### src/rtl/is_array_feeder_pkg.sv
// rtl/is_array_feeder_pkg.sv - shared state encoding and load timing for the array feeder
//
// Purpose: FSM state type and activation-load timing constants shared by the
// feeder top and its helpers.
// Contents:
//   state_t      - feeder FSM states
//   LOAD_FACTOR  - cycles per PE for the activation-load enable to ripple down a row
//   load_cycles  - total LOAD duration for a given column count

package is_array_feeder_pkg;

  typedef enum logic [2:0] {
    ST_IDLE   = 3'd0,
    ST_LOAD   = 3'd1,
    ST_STREAM = 3'd2,
    ST_DRAIN  = 3'd3,
    ST_DONE   = 3'd4
  } state_t;

  // Each PE registers the load enable twice before handing it on.
  localparam int LOAD_FACTOR = 2;

  function automatic int load_cycles(input int cols);
    return LOAD_FACTOR * cols;
  endfunction

endpackage

### src/rtl/is_array_feeder_skew.sv
// rtl/is_array_feeder_skew.sv - fixed-depth delay line carrying one weight lane plus its valid bit
//
// Purpose: delays one weight lane by DEPTH cycles so lane r reaches its array
// row r+1 cycles after acceptance. Shifts every cycle (no backpressure).
// Ports:
//   clk       in   clock
//   rst_n     in   asynchronous active-low reset, empties the line
//   clear     in   synchronous clear, empties the line
//   in_data   in   lane data entering the line
//   in_valid  in   lane valid entering the line
//   out_data  out  lane data after DEPTH registers (zero when invalid)
//   out_valid out  lane valid after DEPTH registers

module is_skew_line #(
  parameter int DEPTH = 1,
  parameter int WIDTH = 16
) (
  input  logic             clk,
  input  logic             rst_n,
  input  logic             clear,
  input  logic [WIDTH-1:0] in_data,
  input  logic             in_valid,
  output logic [WIDTH-1:0] out_data,
  output logic             out_valid
);

  // Bit WIDTH is the valid flag, bits WIDTH-1:0 the lane data.
  logic [WIDTH:0] stage [DEPTH];

  always_ff @(posedge clk or negedge rst_n) begin
    if (!rst_n) begin
      for (int i = 0; i < DEPTH; i++) stage[i] <= '0;
    end else if (clear) begin
      for (int i = 0; i < DEPTH; i++) stage[i] <= '0;
    end else begin
      // Data is masked on entry so a bubble always travels as all-zero.
      stage[0] <= {in_valid, (in_valid ? in_data : {WIDTH{1'b0}})};
      for (int i = 1; i < DEPTH; i++) stage[i] <= stage[i-1];
    end
  end

  assign out_valid = stage[DEPTH-1][WIDTH];
  assign out_data  = stage[DEPTH-1][WIDTH-1:0];

endmodule

### src/rtl/is_array_feeder.sv
// rtl/is_array_feeder.sv - sequences activation load and streams skewed weights into a systolic array
//
// Purpose: on start, pulses the activation-load enable for the whole column
// chain, then accepts weight beats and skews lane r by r+1 cycles toward the
// array, drains the skew lines after the last beat and pulses done.
// Ports:
//   clk, rst_n     clock, asynchronous active-low reset
//   start          begin a tile (honoured in IDLE only)
//   reg_clear      synchronous clear of all state
//   s_valid/s_ready/s_data/s_last  weight beat stream in
//   cell_sc_en_o   activation-load enable to column 0
//   cell_en_o      per-row lane valid
//   pipeline_en_o  array pipeline enable (STREAM and DRAIN)
//   wei_o          skewed weight lanes
//   busy           FSM not in IDLE
//   done           one-cycle completion pulse
//   k_count        beats accepted this tile (saturating)

module is_array_feeder
  import is_array_feeder_pkg::*;
#(
  parameter int ROWS    = 4,
  parameter int COLS    = 4,
  parameter int WIDTH_B = 16,
  parameter int CNT_W   = 8
) (
  input  logic                    clk,
  input  logic                    rst_n,
  input  logic                    start,
  input  logic                    reg_clear,
  input  logic                    s_valid,
  output logic                    s_ready,
  input  logic [ROWS*WIDTH_B-1:0] s_data,
  input  logic                    s_last,
  output logic                    cell_sc_en_o,
  output logic [ROWS-1:0]         cell_en_o,
  output logic                    pipeline_en_o,
  output logic [ROWS*WIDTH_B-1:0] wei_o,
  output logic                    busy,
  output logic                    done,
  output logic [CNT_W-1:0]        k_count
);

  localparam int LOAD_CYCLES = load_cycles(COLS);
  localparam int LCW         = $clog2(LOAD_CYCLES + 1);
  localparam int DCW         = $clog2(ROWS + 1);

  state_t           state;
  logic [LCW-1:0]   load_cnt;
  logic [DCW-1:0]   drain_cnt;
  logic             accept;

  assign accept = s_valid && s_ready;

  always_ff @(posedge clk or negedge rst_n) begin
    if (!rst_n) begin
      state         <= ST_IDLE;
      load_cnt      <= '0;
      drain_cnt     <= '0;
      s_ready       <= 1'b0;
      cell_sc_en_o  <= 1'b0;
      pipeline_en_o <= 1'b0;
      busy          <= 1'b0;
      done          <= 1'b0;
      k_count       <= '0;
    end else if (reg_clear) begin
      state         <= ST_IDLE;
      load_cnt      <= '0;
      drain_cnt     <= '0;
      s_ready       <= 1'b0;
      cell_sc_en_o  <= 1'b0;
      pipeline_en_o <= 1'b0;
      busy          <= 1'b0;
      done          <= 1'b0;
      k_count       <= '0;
    end else begin
      done <= 1'b0;
      case (state)
        ST_IDLE: begin
          if (start) begin
            state        <= ST_LOAD;
            k_count      <= '0;
            load_cnt     <= '0;
            cell_sc_en_o <= 1'b1;
            busy         <= 1'b1;
          end
        end
        ST_LOAD: begin
          if (load_cnt == LCW'(LOAD_CYCLES - 1)) begin
            state         <= ST_STREAM;
            cell_sc_en_o  <= 1'b0;
            s_ready       <= 1'b1;
            pipeline_en_o <= 1'b1;
          end else begin
            load_cnt <= load_cnt + LCW'(1);
          end
        end
        ST_STREAM: begin
          if (accept) begin
            if (k_count != {CNT_W{1'b1}}) k_count <= k_count + CNT_W'(1);
            if (s_last) begin
              state     <= ST_DRAIN;
              s_ready   <= 1'b0;
              drain_cnt <= '0;
            end
          end
        end
        ST_DRAIN: begin
          // ROWS bubble cycles push the deepest lane's last beat out.
          if (drain_cnt == DCW'(ROWS - 1)) begin
            state         <= ST_DONE;
            pipeline_en_o <= 1'b0;
          end else begin
            drain_cnt <= drain_cnt + DCW'(1);
          end
        end
        ST_DONE: begin
          // done is registered off the DONE state, so it coincides with the
          // first IDLE cycle.
          state <= ST_IDLE;
          busy  <= 1'b0;
          done  <= 1'b1;
        end
        default: begin
          state <= ST_IDLE;
          busy  <= 1'b0;
        end
      endcase
    end
  end

  // Lane r passes through r+1 registers; non-accept cycles enter as bubbles.
  for (genvar r = 0; r < ROWS; r++) begin : g_lane
    is_skew_line #(
      .DEPTH(r + 1),
      .WIDTH(WIDTH_B)
    ) u_skew (
      .clk      (clk),
      .rst_n    (rst_n),
      .clear    (reg_clear),
      .in_data  (s_data[r*WIDTH_B +: WIDTH_B]),
      .in_valid (accept),
      .out_data (wei_o[r*WIDTH_B +: WIDTH_B]),
      .out_valid(cell_en_o[r])
    );
  end

endmodule

### config.mk
export PLATFORM = sky130hd
export DESIGN_NAME = is_array_feeder
export DESIGN_NICKNAME = d
export VERILOG_FILES = /design/src/rtl/is_array_feeder_pkg.sv /design/src/rtl/is_array_feeder_skew.sv /design/src/rtl/is_array_feeder.sv
export SDC_FILE = /design/constraint.sdc
export NUM_CORES = 1
export LEC_CHECK = 0
export BUFFER_PORTS_ARGS = -buffer_cell sky130_fd_sc_hd__buf_2
export CAP_MARGIN = 0
export CELL_PAD_IN_SITES_DETAIL_PLACEMENT = 0
export CELL_PAD_IN_SITES_GLOBAL_PLACEMENT = 1
export CORE_MARGIN = 4
export CORE_UTILIZATION = 46
export CTS_BUF_LIST = sky130_fd_sc_hd__clkbuf_8
export CTS_CLUSTER_DIAMETER = 30
export CTS_CLUSTER_SIZE = 30
export DETAILED_ROUTE_END_ITERATION = 10
export GPL_TIMING_DRIVEN = 0
export PLACE_DENSITY_LB_ADDON = 0.25
export REMOVE_ABC_BUFFERS = 1
export SLEW_MARGIN = 20
export SYNTH_ARGS = -nofsm -noshare
export SYNTH_HDL_FRONTEND = slang
export SYNTH_HIERARCHICAL = 1
export SYNTH_SLANG_ARGS = --single-unit
### constraint.sdc
create_clock -name clk -period 2.4 [get_ports clk]
set_clock_uncertainty 0.05 [all_clocks]
set_input_delay 0.24 -clock clk [delete_from_list [all_inputs] [get_ports clk]]
set_output_delay 0.24 -clock clk [all_outputs]
set_load 0.1 [all_outputs]
# Yosys cells after proc, flatten, opt, wreduce, memory -nomap -nowiden

Index checks and enable logic that the tools add are counted.
W data, S select, Z words.

Add/sub/neg operators: 3
Reduce and logical (&&, ||, !) cells: 16
Div/mod/pow operators: 0
Equal/unequal tests: 16
Magnitude comparators: 0
Shifts and indexed selects: 0
Mux-type cells: 45
Bitwise gates (word level): 0
Multipliers: 0

Operators by type and width:

| operator              | number |
|---|---|
| $mux W68              | 1 |
| $mux W16              | 4 |
| $mux W51              | 1 |
| $mux W34              | 1 |
| $mux W8               | 4 |
| $mux W3               | 10 |
| $ne A3 B3 Y1 const B  | 7 |
| $mux W17              | 1 |
| $pmux W8 S2           | 1 |
| $reduce_bool A3 Y1    | 5 |
| $mux W1               | 12 |
| $mux W4               | 3 |
| $pmux W3 S4           | 1 |
| $reduce_and A4 Y1     | 3 |
| $eq A3 B2 Y1 const B  | 3 |
| $reduce_and A3 Y1     | 3 |
| $add A8 B1 Y8 const B | 1 |
| $ne A8 B8 Y1 const B  | 1 |
| $pmux W1 S2           | 4 |
| $pmux W4 S2           | 1 |
| $pmux W3 S2           | 1 |
| $reduce_and A5 Y1     | 1 |
| $add A4 B1 Y4 const B | 1 |
| $eq A4 B3 Y1 const B  | 1 |
| other kinds (9)       | 9 |

RAM bits: 0
Bits in registers: 193
Memories: 0
Latch bits: 0
Bits in read-only memories: 0
Logic and storage cells: 99
Input port bits: 70

# Logic depth before layout (Yosys ltp)

Gate-level depths: netlist of run 1.

Word-level depth: 5
Mapped depth: 6
Mapped depth without buffers: 6

# Modules after synthesis

Netlist of run 1, hierarchy kept.

Modules (own cells, without submodules):

| module                           | area each (sq um) | times used | cells each | sequential area each (sq um) |
|---|---|---|---|---|
| is_skew_line at g_lane[3].u_skew | 2344.7            | 1          | 160        | 1701.6 |
| is_skew_line at g_lane[2].u_skew | 1788.0            | 1          | 124        | 1276.2 |
| is_array_feeder                  | 1298.7            | 1          | 134        | 575.6 |
| is_skew_line at g_lane[1].u_skew | 1246.2            | 1          | 88         | 850.8 |
| is_skew_line at g_lane[0].u_skew | 590.6             | 1          | 36         | 425.4 |

# Worst setup path before layout of run 1

No wires, ideal clock.

Path type: reg2reg
From: register s_ready
To: register k_count[6]
Arrival: 2247 ps
Buffers on the path: 0
Period minus slack after synthesis: 2384 ps
Setup time: 87 ps
Cell stages (with the launch flop): 5
Path slack: 16 ps
Cell sequence: dfrtp_1 -> and2_1 -> o211ai_2 -> or3_1 -> o211ai_1

Cells in the longest elaborated chain, start to end: 3

Ends and longest elaborated chain:

| what                               | line                   | text |
|---|---|---|
| start, declared                    | is_array_feeder.sv:32  | `output logic s_ready,` |
| start signal, assigned             | is_array_feeder.sv:60  | `s_ready <= 1'b0;` |
| start signal, assigned             | is_array_feeder.sv:70  | `s_ready <= 1'b0;` |
| start signal, assigned             | is_array_feeder.sv:92  | `s_ready <= 1'b1;` |
| $logic_and A1 B1 Y1                | is_array_feeder.sv:53  | `assign accept = s_valid && s_ready;` |
| net accept                         | is_array_feeder.sv:51  | `logic accept;` |
| $ne A3 B2 Y1 (no source line)      | --                     |  |
| $reduce_and A4 Y1 (no source line) | --                     |  |
| end signal, assigned               | is_array_feeder.sv:100 | `if (k_count != {CNT_W{1'b1}}) k_count <= k_count + CNT_W'(1);` |
| end, declared                      | is_array_feeder.sv:41  | `output logic [CNT_W-1:0] k_count` |

The timed path passes the listed nets, and every way through them passes these cells.
A chain may end at the register's enable or synchronous reset.

# Final worst setup path of run 1

From: register state[1]
To: register k_count[6]

Cells in the longest elaborated chain, start to end: 3
Elaborated cells on any way between the ends: 9
Those cells by class: 4 x eq/ne; 2 x mux; 3 x reduce/logical

Ends and longest elaborated chain:

| what                                                                 | line                  | text |
|---|---|---|
| start, declared                                                      | is_array_feeder.sv:48 | `state_t state;` |
| start signal, assigned                                               | is_array_feeder.sv:57 | `state <= ST_IDLE;` |
| start signal, assigned                                               | is_array_feeder.sv:67 | `state <= ST_IDLE;` |
| start signal, assigned                                               | is_array_feeder.sv:81 | `state <= ST_LOAD;` |
| $eq A3 B2 Y1 / $logic_not A3 Y1 (equally long branches)              | is_array_feeder.sv:78 | `case (state)` |
| $ne A3 B3 Y1 (no source line), or another cell as far along          | --                    |  |
| $reduce_and A4 Y1 (no source line) / $mux W8 (equally long branches) | --                    |  |

Several ways; a longest one is shown, not always the timed one.

==> results by stage, run 1 <==
Synth:
- Summed over its instances, the top area cell type makes up around 66% of the synthesized netlist area.
- The post-synthesis register bit count is a little under 200.
- In this run, distinct cell masters in the synthesized netlist total between 40 and 50.
- The area of the mapped netlist is between 7000 and 8000 um2.
- The Yosys warning count is 6.
- The most used flip-flop cell after synthesis is dfrtp_1.
- Counting flops with an async set or reset pin after synthesis yields a share of 100%.
- The average footprint of a synthesized cell is about 13 um2.
- The proportion of synthesized chip area in sequential cells is between 60 and 70%.
- Sorting the synthesized cells by area gives the leading types as dfrtp_1 66%, nor2b_1 9.2%, and3b_1 7.7%, buf_4 5.7%, buf_2 0.83%.
- The cell type contributing the most total cell area after synthesis is dfrtp_1.
- The synthesized design contains 0 enable-type register cells.
- The synthesized netlist cell count is between 500 and 600.

Clock network:
- The clock root buffer master is clkbuf_8.
- The maximum buffer depth of the clock tree is 2.
- TritonCTS built the clock tree.
- The deepest level of the CTS H-tree is 4.
- The clock input transition at the sequential cells of the worst setup and hold paths is approximately 0.090 ns.
- The clock latency of the later-clocked register in the worst-skew pair is ~0.45 ns.
- The number of gates resized after CTS is 0.
- The count of clock tree sinks is 193.
- The number of CTS-inserted buffers is 17.
- The count of hold buffers inserted by post-cts repair is 64.
- Once the clock tree was built, the setup fixing pass inserted 0 buffers.

Power and ir drop:
- The highest ir drop seen on vdd is around 0.37 mV.
- For this design the static power due to leakage is between 4 and 5 nW.
- For this design the ratio of total power to cell area is roughly 620 nW/um2.

Cells and area:
- The net count of the finished layout is 778.
- Once layout is complete, the cells apart from fillers number approximately 900.
- The final instance area is between 8000 and 9000 um2.
- The number of antenna diodes in the final layout is 0.
- Leaving out fill and tap cells, the most frequent cells in the layout are 193 x dfrtp_1, 148 x buf_2, 107 x nor2b_1.
- The library cell used most frequently in the layout, excluding fill and tap cells, is dfrtp_1.
- Compared with the post-synthesis result, the final layout area differs by 21.4%.
- The ratio of cells with drive above 1 in the final layout is about a quarter.

Route:
- After detailed routing, the total wire length is 13200 um.
- The routed design uses 679 um of met3 wire.
- The routed length on met2 is approximately 6700 um.
- The routed wirelength normalized by instance count is ~14 um.
- The violation count after the first detailed-routing iteration is around 300.
- The number of design rule violations left after detail routing is 0.
- The detailed router placed roughly 4300 vias in this run.
- After detailed routing, no signal wire sits above met4.
- In the routed layout, each cell is associated on average with a via count of roughly 4.7.
- The count of antenna-violating nets left after detailed routing is 0.
- The number of iterations in the first detailed-routing pass is 4.
- After detailed routing, the wire length on met1 is approximately 5500 um.

Timing:
- The setup violation total in the final timing report is 0.
- Based on the critical path, the design can be clocked at up to ~480 MHz.
- The minimum clock period is around 2.1 ns.
- Setup repair after global routing left no endpoint under its margin.
- The max-slew violation count is 0.
- The final count of hold timing violations is 0.
- The worst pin sits at a relative slew slack of 51.0%.
- At the pin with the least slew margin, the transition time is roughly 0.74 ns.
- Hold timing on the final database bottoms out at a slack of approximately 0.05 ns.
- After layout, the worst path uses around 86% of the clock period.
- The setup slack after layout is 0.325 ns.

Run:
- Max-cap violations in this run came to 0.

Placement:
- The last weighted congestion value of the routability-driven placer is around 0.76.
- Summing all placed instances gives a cell area of 7830 um2.
- The number of port buffers is 150.
- Counting tap cells, the placed design contains a total of 832 instances.
- The setup slack at placement is between 0.15 and 0.2 ns.
- The half-perimeter wire length of the detailed placement result is 7930 um.

GRT:
- The first global-routing pass estimated around 22000 um of wire.
- The number of global-route vias before repair is ~4500.
- Entering global routing, the biggest net connects 104 pins.
- The initial antenna violation count came to 0.
- The global router's overall resource usage is between 10% and 20%.
- The total global routing overflow is 0.

Floorplanning:
- The count of pins on the block boundary is between 150 and 200.
- The overall die width is between 100 and 150 um.
- The initialized floorplan defines between 40 and 50 standard-cell rows.
- The initial utilization of the core area, before any placement, comes to a little under half.
- The core area is roughly 15000 um2.
- The die is around 130 um tall.
- The die covers between 15000 and 20000 um2.

Critical path:
- The worst setup path is captured at a flop.
- The required time of the critical path is about 2.7 ns.
- The largest individual stage delay along the critical path comes from the cell dfrtp_1.
- Walking the worst path, the cells encountered are nor4b_4, o211ai_2, or3_1, o211ai_1.
- The cell family contributing the most delay on the critical path is simple AND/OR/NAND/NOR gates.
- The arrival time at the worst endpoint is between 2 and 2.5 ns.
- The largest single stage delay on the critical path is 0.70 ns.
- The startpoint-to-endpoint class of the critical path is flop to flop.
- Together, buffers and inverters on the worst path number 0.
- In this run the worst path has a maximum fanout of 18.
- The worst setup path is launched from a flop.

Run status:
- The run finished with clean final reports.

Min path:
- The path class of the tightest hold or removal check is input pin to flop.
metrics by stage:
stage	util (%)	TNS, ns	power, mW
2_1_floorplan	-	-1.23	3.38
3_3_place_gp	50.7	-453.54	3.55
3_5_place_dp	51.1	0	3.57
4_1_cts	57.6	0	5.57
5_1_grt	57.6	0	5.74
6_report	57.6	0	5.47
synth_stat cells, drive strengths merged (3+ instances only):
library cell and n:
o311ai 4, ha 4, nor3 3, o31ai 5
nand2b 3, nand2 9, and3b 64, nor4b 3
nand4 3, a31oi 3, o211ai 4, a21oi 3
nor2b 107, and3 3, o21ai 9, nor2 14
buf 71, nand3 8, dfrtp 193, inv 6
cells by family after synthesis:
group / count (synthesis) / synth area share (%)
simple gates: 227 / 21.4
flops: 193 / 66.4
buf+inv: 79 / 7.54
compound gates: 37 / 3.60
fa+ha+maj: 4 / 0.689
mux: 2 / 0.293
metal layers:
layer  vias up  track usage (%)
met5         -                0
met4         0             5.26
met3        16             4.19
met2       111             26.1
met1      2145             19.8
li1       2063                -
worst paths after layout:
| path | startpoint | to | slack [ns] | depth (start not counted) |
|---|---|---|---|---|
| setup / recovery | state[1]$_DFFE_PN0P_ | k_count[6]$_DFFE_PN0P_ | 0.33 | 4 |
| hold reg to reg | g_lane[3].u_skew/stage[21]$_DFF_PN0_ | g_lane[3].u_skew/out_data[4]$_DFF_PN0_ | 0.41 | 1 |
| setup reg to reg | state[1]$_DFFE_PN0P_ | k_count[6]$_DFFE_PN0P_ | 0.33 | 4 |
| min in group asynchronous | rst_n | g_lane[3].u_skew/out_data[10]$_DFF_PN0_ | 0.35 | 2 |
| hold / removal | s_data[21] | g_lane[1].u_skew/stage[22]$_DFF_PN0_ | 0.05 | 2 |
| max in group asynchronous | rst_n | g_lane[2].u_skew/stage[46]$_DFF_PN0_ | 1.08 | 3 |
state kept, by name, indices dropped and copies added (netlist names):
name and count:
cell_sc_en_o 1, done 1, load_cnt 4, busy 1, k_count 8, state 3, drain_cnt 3, s_ready 1
g_lane.u_skew/out_data 48, pipeline_en_o 1, g_lane.u_skew/out_valid 3, g_lane.u_skew/stage 119
power breakdown:
| group | switching (mW) | leakage, nW | internal (mW) |
|---|---|---|---|
| clock network | 1.09 | 0.175 | 0.813 |
| registers | 0.00860 | 2.69 | 3.25 |
| logic | 0.170 | 1.98 | 0.143 |
area by class of cell:
| class | count | area, um2 |
|---|---|---|
| Clock buffer | 17 | 234 |
| Timing Repair Buffer | 216 | 1460 |
| Inverter | 6 | 22.5 |
| Tap cell | 211 | 264 |
| Multi-Input combinational cell | 270 | 1890 |
| Fill cell | 1286 | 6490 |
| Sequential cell | 193 | 4830 |
| Clock inverter | 14 | 119 |
No activity file was read; power rests on OpenSTA's default activity.
==> inputs of run 2 (changes only) <==
--- a/config.mk
+++ b/config.mk
@@ -5,12 +5,13 @@
 export SDC_FILE = /design/constraint.sdc
 export NUM_CORES = 1
 export LEC_CHECK = 0
+export ABC_AREA = 1
 export BUFFER_PORTS_ARGS = -buffer_cell sky130_fd_sc_hd__buf_2
 export CAP_MARGIN = 0
 export CELL_PAD_IN_SITES_DETAIL_PLACEMENT = 0
 export CELL_PAD_IN_SITES_GLOBAL_PLACEMENT = 1
 export CORE_MARGIN = 4
-export CORE_UTILIZATION = 46
+export CORE_UTILIZATION = 44
 export CTS_BUF_LIST = sky130_fd_sc_hd__clkbuf_8
 export CTS_CLUSTER_DIAMETER = 30
 export CTS_CLUSTER_SIZE = 30
==> run 2 against run 1 <==
Against the previous run:
- synthesized cell count rose by 43%
- total power increased by 15%
- first-iteration DRC count decreased by 25%
- largest power group unchanged
- register-to-register slack gained 0.50 ns
- global-route usage fell by 0.74 points
- setup slack better by 0.37 ns
- routed wire length increased by 5.3%
- count of clock-buffer cells in the layout is the same
- sequential power is 4% higher
==> results by stage, run 2 <==
Run status:
- The flow ran to the end, and the final reports show no timing, DRC or antenna violations.

Critical path:
- The startpoint class of the critical path is a flop.
- The cell at the slowest stage of the critical path is dfrtp_1.
- The startpoint-to-endpoint class of the critical path is flop to output port.
- Walking the worst path, the cells encountered are buf_2.
- The required time of the critical path is 2.11 ns (-0.60 ns).
- The type of element capturing the critical path is an output port.
- The maximum fanout along the worst path was 8 (-10).
- The cell family contributing the most delay on the critical path is flip-flops.
- The maximum single-stage delay on the critical path came to 0.48 ns (-0.22 ns).
- The arrival time at the worst endpoint is 1.41 ns (-0.98 ns).
- The sum of buffers and inverters on the critical path is 1 (+1).

Cells and area:
- The register containing the most flip-flops in the final layout is g_lane.u_skew/stage.
- The ratio of cells with drive above 1 in the final layout is 24.1% (-2.2 points).
- The top cell types in the final layout, fill and taps aside, are 193 x dfrtp_1, 178 x nor2_1, 148 x buf_2.
- The number of diodes is 0 (unchanged).
- The number of non-filler instances in the completed layout is 1168 (+26%).
- Compared with the post-synthesis result, the final layout area differs by 19.9%.
- Leaving out fill and tap cells, the most frequent cell in the layout is dfrtp_1.
- The flip-flop count of the largest register, all copies and words added was 119 (unchanged).
- The final layout net count is 1009 (+30%).

Clock network:
- The clock latency of the later-clocked register in the worst-skew pair was 0.45 ns (about the same).
- The number of gates resized after CTS was 0 (unchanged).
- The clock input transition at the sequential cells of the worst setup and hold paths is 0.10 ns (about the same).
- The number of CTS-inserted buffers came to 17 (unchanged).
- The maximum buffer depth of the clock tree was 2 (unchanged).
- The count of clock tree sinks is 193 (unchanged).
- The tree is rooted in a clkbuf_8.
- The deepest level of the CTS H-tree came to 4 (unchanged).
- TritonCTS built the clock tree.

Placement:
- The half-perimeter wire length of the detailed placement result was 8590 um (+8.3%).
- The placed cell count came to 1071 (+29%).
- The last weighted congestion value of the routability-driven placer is 0.803 (+5.5%).
- The number of port buffers came to 150 (unchanged).
- The setup slack at placement is 0.865 ns (+0.685 ns).

Floorplanning:
- The core area is 16800 um2 (+9.8%).
- The height of the die is 140 um (+4.5%).
- The cell row count was 47 (+4.4%).
- The full die area is 19500 um2 (+9.3%).
- The count of pins on the block boundary came to 151 (unchanged).
- The starting density of the core came to 45.4% (-2.0 points).
- The overall die width is 140 um (+4.5%).

Synth:
- The fraction of synthesized cell area in xor and xnor cells came to 0.115% (+0.11 points).
- The synthesized netlist cell count is 775 (+43%).
- The number of enable-type register cells in the synthesized netlist is 0 (unchanged).
- The portion of synthesized cell area occupied by the leading cell type is 63.2% (-3.2 points).
- Sorting the synthesized cells by how often they occur yields 193 x dfrtp_1, 178 x nor2_1, 126 x inv_1, 110 x nand2_1, 49 x buf_4.
- The area of the mapped netlist came to 7640 um2 (+5.1%).
- The fraction of registers with async set or reset after synthesis is 100% (unchanged).
- The average footprint of a synthesized cell was 9.86 um2 (-26%).
- The distinct cell type count after synthesis is 32 (-26%).
- The post-synthesis register bit count is 193 (unchanged).
- By area, the combinational part of the netlist is dominated by simple AND/OR/NAND/NOR gates.
- The synthesized-area fraction occupied by adder cells came to 0.655% (-0.034 points).
- dfrtp_1 takes more of the synthesized area than any other cell.
- The library cell with the highest instance count after synthesis is dfrtp_1.
- The share of synthesized area spent on multiplexers is 0% (-0.29 points).
- The Yosys warning count is 6 (unchanged).
- The compound-gate portion of the synthesized area is 1.28% (-2.3 points).
- Yosys attributes the largest share of cell area to dfrtp_1 63%, nor2_1 8.7%, inv_1 6.2%, nand2_1 5.4%, buf_4 4.8%.
- The proportion of synthesized chip area in sequential cells is 63.2% (-3.2 points).
- For this run, the leading register cell type out of synthesis is dfrtp_1.
- The area fraction in and, or, nand and nor cells after synthesis is 19.7% (-1.7 points).

Power and ir drop:
- The total power density per cell area is 688 nW/um2 (+11%).
- The highest ir drop seen on vdd was 0.399 mV (+7.6%).
- The standby leakage power was 4.77 nW (-1.7%).
- The total power of the final layout is 6.31 mW (+15%).

Min path:
- The class of the worst hold path is input pin to flop.

GRT:
- The initial antenna violation count was 0 (unchanged).
- The global-route wire length before repair came to 23800 um (+6.3%).
- The number of global-route vias before repair is 5032 (+13%).
- The total global routing overflow is 0 (unchanged).
- The global router's overall resource usage came to 14.9% (-0.74 points).
- The maximum number of pins on one net before global-route repair is 128 (+23%).

Route:
- The routed wirelength normalized by instance count is 11.9 um (-16%).
- The number of design rule violations left after detail routing is 0 (unchanged).
- The routed wire length is 13900 um (+5.3%).
- The met3 wirelength from detailed routing came to 1080 um (+59%).
- The number of vias after detailed routing is 4969 (+15%).
- The number of vias per cell is 4.25 (-9.0%).
- The number of iterations in the first detailed-routing pass is 4 (unchanged).
- The highest signal layer in the routed design is met4.
- The routed length on met2 was 6500 um (-3.7%).
- The count of antenna-violating nets left after detailed routing is 0 (unchanged).
- The routed length on met1 is 5990 um (+8.2%).
- The violation count after the first detailed-routing iteration is 221 (-25%).

Timing:
- The setup slack after layout is 0.696 ns (+0.371 ns).
- The relative slew slack is 62.1% (+11 points).
- The setup violation total in the final timing report is 0 (unchanged).
- The share of the clock period used by the worst path is 71.0% (-15 points).
- The highest clock rate is 587 MHz (+22%).
- Setup repair after global routing left no endpoint under its margin.
- The max-slew violation count came to 0 (unchanged).
- The minimum clock period is 1.70 ns (-0.371 ns).
- The final count of hold timing violations came to 0 (unchanged).
- The slew of the pin with the lowest slew margin was 0.568 ns (-0.168 ns).

Run:
- The number of max-cap violations is 0 (unchanged).
-- run 2: area by class of cell --
cell class	count	area, um2
Fill cell	1563	7650
Sequential cell	193	4830
Multi-Input combinational cell	375	1660
Clock inverter	15	154
Timing Repair Buffer	219	1520
Clock buffer	17	234
Inverter	129	487
Tap cell	220	275
-- run 2: worst paths after layout --
| kind | start | to | slack [ns] | cells past startpoint |
|---|---|---|---|---|
| min in group asynchronous | rst_n | g_lane[0].u_skew/stage[13]$_DFF_PN0_ | 0.25 | 2 |
| worst max-delay path | k_count[3]$_DFFE_PN0P_ | k_count[3] | 0.70 | 1 |
| worst max register to register | k_count[0]$_DFFE_PN0P_ | k_count[0]$_DFFE_PN0P_ | 0.83 | 9 |
| worst min register to register | g_lane[2].u_skew/stage[48]$_DFF_PN0_ | g_lane[2].u_skew/stage[31]$_DFF_PN0_ | 0.41 | 2 |
| max in group asynchronous | rst_n | g_lane[3].u_skew/stage[57]$_DFF_PN0_ | 1.35 | 3 |
| worst min-delay path | start | busy$_DFFE_PN0P_ | 0.06 | 3 |
-- run 2: kinds of logic (layout without fill, tap and decap cells) --
group	after synthesis	in the layout
AOI/OAI and AO/OA	18	18
xor gates and xnor gates	1	1
and+or+nand+nor	352	352
DFF	193	193
buffers and inverters	207	380
adders and majority gates	4	4
-- run 2: what timing repair did --
action | CTS | global route
setup buffers | 0 | 0
hold buffers | 65 | 0
endpoints found under the hold margin | 127 | 0
setup endpoints to repair | 0 | 0
-- run 2: per-stage QoR --
stage | hold slack [ns] | util (%) | instance area (um2) | setup TNS [ns]
after detailed placement | 0.171 | 48.3 | 8130 | 0
after CTS | 0.0124 | 54.5 | 9170 | 0
after global routing | 0.0428 | 54.5 | 9170 | 0
final | 0.0579 | 54.5 | 9170 | 0
after global placement | 0.385 | 47.6 | 8000 | -530.46
after floorplan | -0.106 | - | 6980 | -16.02
-- run 2: report_power, final --
part	switching, mW	internal [mW]
clock network	1.19	0.855
registers	0.0784	3.31
logic	0.610	0.271
-- run 2: metal layers --
layer / up-vias / track usage, %
li1: 2521 / -
met1: 2291 / 18.9
met2: 137 / 23.4
met3: 20 / 5.32
met4: 0 / 5.97
met5: - / 0
